`config.mk`:
```
export PLATFORM = sky130hd
export DESIGN_NAME = spi_byte_rx
export DESIGN_NICKNAME = d
export VERILOG_FILES = /design/src/rtl/cube_pkg.sv /design/src/rtl/sync_ff.sv /design/src/rtl/spi_byte_rx.sv
export SDC_FILE = /design/constraint.sdc
export NUM_CORES = 1
export LEC_CHECK = 0
export BUFFER_PORTS_ARGS = -buffer_cell sky130_fd_sc_hd__buf_4
export CORE_UTILIZATION = 44
export DETAILED_ROUTE_END_ITERATION = 16
export PLACE_DENSITY = 0.66
export SETUP_SLACK_MARGIN = 0.05
export SYNTH_ARGS = -nofsm -noshare
export SYNTH_HDL_FRONTEND = slang
export SYNTH_SLANG_ARGS = --single-unit
export TNS_END_PERCENT = 20
```
`constraint.sdc`:
```
create_clock -name clk_in -period 1.4 [get_ports clk_in]
set_input_delay 0.28 -clock clk_in [delete_from_list [all_inputs] [get_ports clk_in]]
set_output_delay 0.28 -clock clk_in [all_outputs]
set_load 0.1 [all_outputs]
```
`src/rtl/cube_pkg.sv`:
```
// Shared LED cube controller definitions.
// Holds the SPI front-end defaults and the CUBE0414 command byte values.
package cube_pkg;

  localparam int SPI_SYNC_STAGES_DEF = 2;

  // CUBE0414 command bytes, sent with D/C = 0.
  localparam logic [7:0] CMD_NOP        = 8'h00;
  localparam logic [7:0] CMD_COL_ADDR   = 8'h2A;
  localparam logic [7:0] CMD_PAGE_ADDR  = 8'h2B;
  localparam logic [7:0] CMD_MEM_WRITE  = 8'h2C;

  typedef struct packed {
    logic dc;
    logic cs_n;
    logic mosi;
    logic sclk;
  } spi_pins_t;

  localparam spi_pins_t SPI_PINS_RST = '{dc: 1'b0, cs_n: 1'b1, mosi: 1'b0, sclk: 1'b0};

endpackage

```
`src/rtl/sync_ff.sv`:
```
// Generic N-stage, W-bit synchroniser with a per-bit reset value.
// Latency: N clk_in cycles.
// Backpressure: none, free-running.
module sync_ff #(
  parameter int             N       = 2,
  parameter int             W       = 1,
  parameter logic [W-1:0]   RST_VAL = '0
) (
  input  logic         clk_in,
  input  logic         rst_n_in,
  input  logic [W-1:0] d_in,
  output logic [W-1:0] q_out
);

  logic [N-1:0][W-1:0] stage_q;
  logic [N-1:0][W-1:0] stage_d;

  always_comb begin
    stage_d = {stage_q[N-2:0], d_in};
  end

  always_ff @(posedge clk_in or negedge rst_n_in) begin
    if (!rst_n_in) begin
      stage_q <= {N{RST_VAL}};
    end else begin
      stage_q <= stage_d;
    end
  end

  assign q_out = stage_q[N-1];

endmodule

```
`src/rtl/spi_byte_rx.sv`:
```
// SPI mode-0 slave receiver: synchronises the pins and assembles MSB-first bytes.
// Latency: byte_rdy_out about SYNC_STAGES+1..+2 clk_in cycles after the raw 8th SCLK rise.
// Backpressure: none; the consumer must accept every one-cycle byte_rdy_out pulse.
module spi_byte_rx
  import cube_pkg::*;
#(
  parameter int SYNC_STAGES = SPI_SYNC_STAGES_DEF
) (
  input  logic       clk_in,
  input  logic       rst_n_in,
  input  logic       spi_sclk_in,
  input  logic       spi_mosi_in,
  input  logic       spi_cs_n_in,
  input  logic       dc_in,
  output logic       byte_rdy_out,
  output logic [7:0] byte_data_out,
  output logic       dc_out
);

  spi_pins_t pins_raw;
  spi_pins_t pins_s;

  logic       sclk_q,      sclk_d;
  logic [2:0] bit_cnt_q,   bit_cnt_d;
  logic [6:0] shift_q,     shift_d;
  logic [7:0] byte_data_q, byte_data_d;
  logic       dc_q,        dc_d;
  logic       byte_rdy_q,  byte_rdy_d;
  logic       rise;

  assign pins_raw = '{dc: dc_in, cs_n: spi_cs_n_in, mosi: spi_mosi_in, sclk: spi_sclk_in};

  // All four pins share one synchroniser so they stay cycle-aligned.
  sync_ff #(
    .N       (SYNC_STAGES),
    .W       (4),
    .RST_VAL (SPI_PINS_RST)
  ) u_sync (
    .clk_in   (clk_in),
    .rst_n_in (rst_n_in),
    .d_in     (pins_raw),
    .q_out    (pins_s)
  );

  assign rise = pins_s.sclk & ~sclk_q;

  always_comb begin
    sclk_d      = pins_s.sclk;
    bit_cnt_d   = bit_cnt_q;
    shift_d     = shift_q;
    byte_data_d = byte_data_q;
    dc_d        = dc_q;
    byte_rdy_d  = 1'b0;

    // CS high dominates, so a deassert on the 8th rise drops the byte.
    if (pins_s.cs_n) begin
      bit_cnt_d = 3'd0;
      shift_d   = 7'd0;
    end else if (rise) begin
      shift_d   = {shift_q[5:0], pins_s.mosi};
      bit_cnt_d = bit_cnt_q + 3'd1;
      if (bit_cnt_q == 3'd7) begin
        byte_data_d = {shift_q, pins_s.mosi};
        dc_d        = pins_s.dc;
        byte_rdy_d  = 1'b1;
      end
    end
  end

  always_ff @(posedge clk_in or negedge rst_n_in) begin
    if (!rst_n_in) begin
      sclk_q      <= 1'b0;
      bit_cnt_q   <= 3'd0;
      shift_q     <= 7'd0;
      byte_data_q <= 8'h00;
      dc_q        <= 1'b0;
      byte_rdy_q  <= 1'b0;
    end else begin
      sclk_q      <= sclk_d;
      bit_cnt_q   <= bit_cnt_d;
      shift_q     <= shift_d;
      byte_data_q <= byte_data_d;
      dc_q        <= dc_d;
      byte_rdy_q  <= byte_rdy_d;
    end
  end

  assign byte_rdy_out  = byte_rdy_q;
  assign byte_data_out = byte_data_q;
  assign dc_out        = dc_q;

endmodule

```
==> flow_summary.yaml <==
run_status:
  status: "finished with violations"
  violations: "negative setup slack"
route:
  routed_wl_mm: 1.53
  vias: 607
  drc: 0
  first_iter_violations: 4
  vias_per_cell: 4.74
  ant_nets: 0
  wl_per_cell_um: 12.0
  first_pass_iters: 3
floorplanning:
  die_x_um: 50.8
  die_h_um: 50.8
  ios: 16
  die_area_um2: 2580
  start_util_pct: 46.8
  core_area_um2: 2230
  fp-row-count: 17
setup_path:
  crit_chain: "ha_2 -> ha_1 -> nor3b_4 -> buf_6 -> mux2_4"
  path_delay_family: "flip-flops"
  crit_path_max_incr_delay_ns: 0.36
  crit_path_end_kind: "register"
  crit_fanout: 7
  cp.arrival_ns: 1.66
  critPathKind: "reg2reg"
  start_kind: "register"
  required_ns: 1.60
  critPathBufInv: 1
  slowest_stage: "dfrtp_1"
timing:
  max_freq_mhz: 685
  finalMaxSlewViolations: 0
  setup_slack_ns: -0.0589
  max_slew_margin_pct: 76.2
  worst_pin_slew_ns: 0.357
  finClkSkew_ns: 0.00574
  rsz0062_at_grt: "true"
  min_period_ns: 1.46
  setup_viol: 9
  finalCritPeriodShare_pct: 104
  hold_violations: 0
place:
  port_buffers: 15
  hpwlAfterDp_um: 986
  placed_cell_area_um2: 1200
  place.gp.congestion: 0.667
global_routing:
  grt_use_met2_pct: 23.3
  top_usage_layer: "met2"
  antenna_found_initial: 0
  met1_usage_pct: 18.2
  grt_max_degree: 30
  grt_pass1_vias: 619
  overflow: 0
  grt_use_met3_pct: 9.70
  grt_pass1_wl_mm: 2.77
  grtUsageTotal_pct: 15.8
cells_and_area:
  antenna_cells: 0
  layout_commonest_cell: "dfrtp_1"
  layout_common_cells: "27 x dfrtp_1, 18 x nand2_1, 18 x buf_4"
  fill_cells: 189
  areaGrowthSynthToFinish_pct: 25.0
  drive_gt1_share_pct: 41.0
  final_nets: 108
  postLayoutCellArea_um2: 1310
yosys:
  synth_edf_count: 0
  avgSynthCellArea_um2: 13.8
  netlist_area_um2: 1050
  synthTopCellsByArea: "dfrtp_1 65%, mux2_2 9.7%, nand2_1 6.5%"
  ys_types: 14
  synthArstFlopShare_pct: 100
  yosysSeqAreaShare_pct: 69.6
  synth_nets: 84
  ys_ff_latch: 29
  yosys.area.top_type_share_pct: 64.6
  synth_cells: 76
  synthFlopType: "dfrtp_1"
  yosys.area.top_type: "dfrtp_1"
  yosys_warnings: 0
power:
  finalPower_mw: 1.43
  p_sw_mw: 0.310
  p_clk_share_pct: 35.0
  swShare_pct: 21.7
  internal_power_mw: 1.12
  p_per_area_nw_per_um2: 1090
  p_seq_share_pct: 60.6
  leakagePower_nw: 0.639
  pwr-share-comb_pct: 4.4
  peakVddDrop_mv: 0.944
clock_network:
  clk_pin_slew_ns: 0.08
  cts.sinks: 29
  tritoncts: "yes"
  worstSkewPairLatency_ns: 0.32
  post_cts_buffers: 0
  cts_buffers: 5
  h-tree-depth: 2
  clock_path_buffers: 2
  cts_root_buf: "clkbuf_4"
job:
  drv_cap: 0
hold_path:
  min_path_type: "in2reg"
per-stage QoR:
step / utilization (%) / hold WS, ns / setup TNS [ns] / setup slack, ns / cells
2_1_floorplan: - / -0.0156 / 0 / 0.0272 / 76
5_1_grt: 58.5 / 0.0317 / -1.01 / -0.127 / 128
6_report: 58.5 / 0.0644 / -0.409 / -0.0589 / 128
4_1_cts: 58.2 / 0.0437 / -0.498 / -0.0675 / 128
3_3_place_gp: 53.8 / 0.216 / -0.0884 / -0.0193 / 120
3_5_place_dp: 53.8 / 0.220 / -0.478 / -0.0823 / 120
layer usage:
metal / vias to the layer above / routed length, um
met5: - / 0
met4: 0 / 17
met3: 2 / 101
met2: 20 / 722
met1: 291 / 691
li1: 294 / -
repair_timing:
action / 4_1_cts / 5_1_grt
setup endpoints to repair: 9 / 9
hold buffers: 1 / 0
pin swaps: 1 / 1
cloned: 0 / 0
resized for setup: 8 / 2
hold endpoints to repair: 27 / 0
final cells by class:
| class | count | area, um^2 | area share [%] |
|---|---|---|---|
| Sequential cell | 29 | 728 | 55.7 |
| Tap cell | 28 | 35.0 | 2.68 |
| Clock buffer | 7 | 55.1 | 4.21 |
| Timing Repair Buffer | 21 | 168 | 12.8 |
| Multi-Input combinational cell | 43 | 322 | 24.6 |
power by group through the flow:
stage	combinational [mW]	sequential, mW	clock, mW
floorplan	0.0272	0.882	0
global placement	0.0613	0.883	0
detailed placement	0.0623	0.884	0
CTS	0.0652	0.868	0.527
global route	0.0723	0.870	0.560
finish	0.0632	0.868	0.501
path summary, 6_finish.rpt:
check,start,endpoint,slack [ns],cells after the start
max,bit_cnt_q[1]$_DFFE_PN0P_,byte_data_out[7]$_DFFE_PN0P_,-0.06,5
min,dc_in,u_sync.stage_d[7]$_DFF_PN0_,0.06,1
max reg2reg,bit_cnt_q[1]$_DFFE_PN0P_,byte_data_out[7]$_DFFE_PN0P_,-0.06,5
min reg2reg,u_sync.stage_d[5]$_DFF_PN0_,u_sync.q_out[1]$_DFF_PN0_,0.35,0
max in group asynchronous,rst_n_in,u_sync.q_out[2]$_DFF_PN1_,0.68,2
min in group asynchronous,rst_n_in,byte_data_out[5]$_DFFE_PN0P_,0.41,2
cell usage after synthesis (2+ instances only):
library cell and instances:
a21oi_1 9, ha_1 2, dfstp_2 2, dfrtp_1 27, mux2_2 9, buf_6 2
nand2_1 18
kinds of logic after synthesis:
group | after synthesis | synth area share (%)
compound gates | 9 | 4.31
xor+xnor | 1 | 0.837
fa+ha+maj | 2 | 2.39
buf+inv | 4 | 2.99
flops | 29 | 69.6
mux | 9 | 9.69
simple gates | 22 | 10.2
state kept, by name, summed over array words and instances, names as in the netlist:
name	flops
byte_data_out	8
shift_q	7
u_sync.q_out	4
u_sync.stage_d	4
bit_cnt_q	3
byte_rdy_out	1
dc_out	1
sclk_q	1
Power figures use the tool's default switching activity.
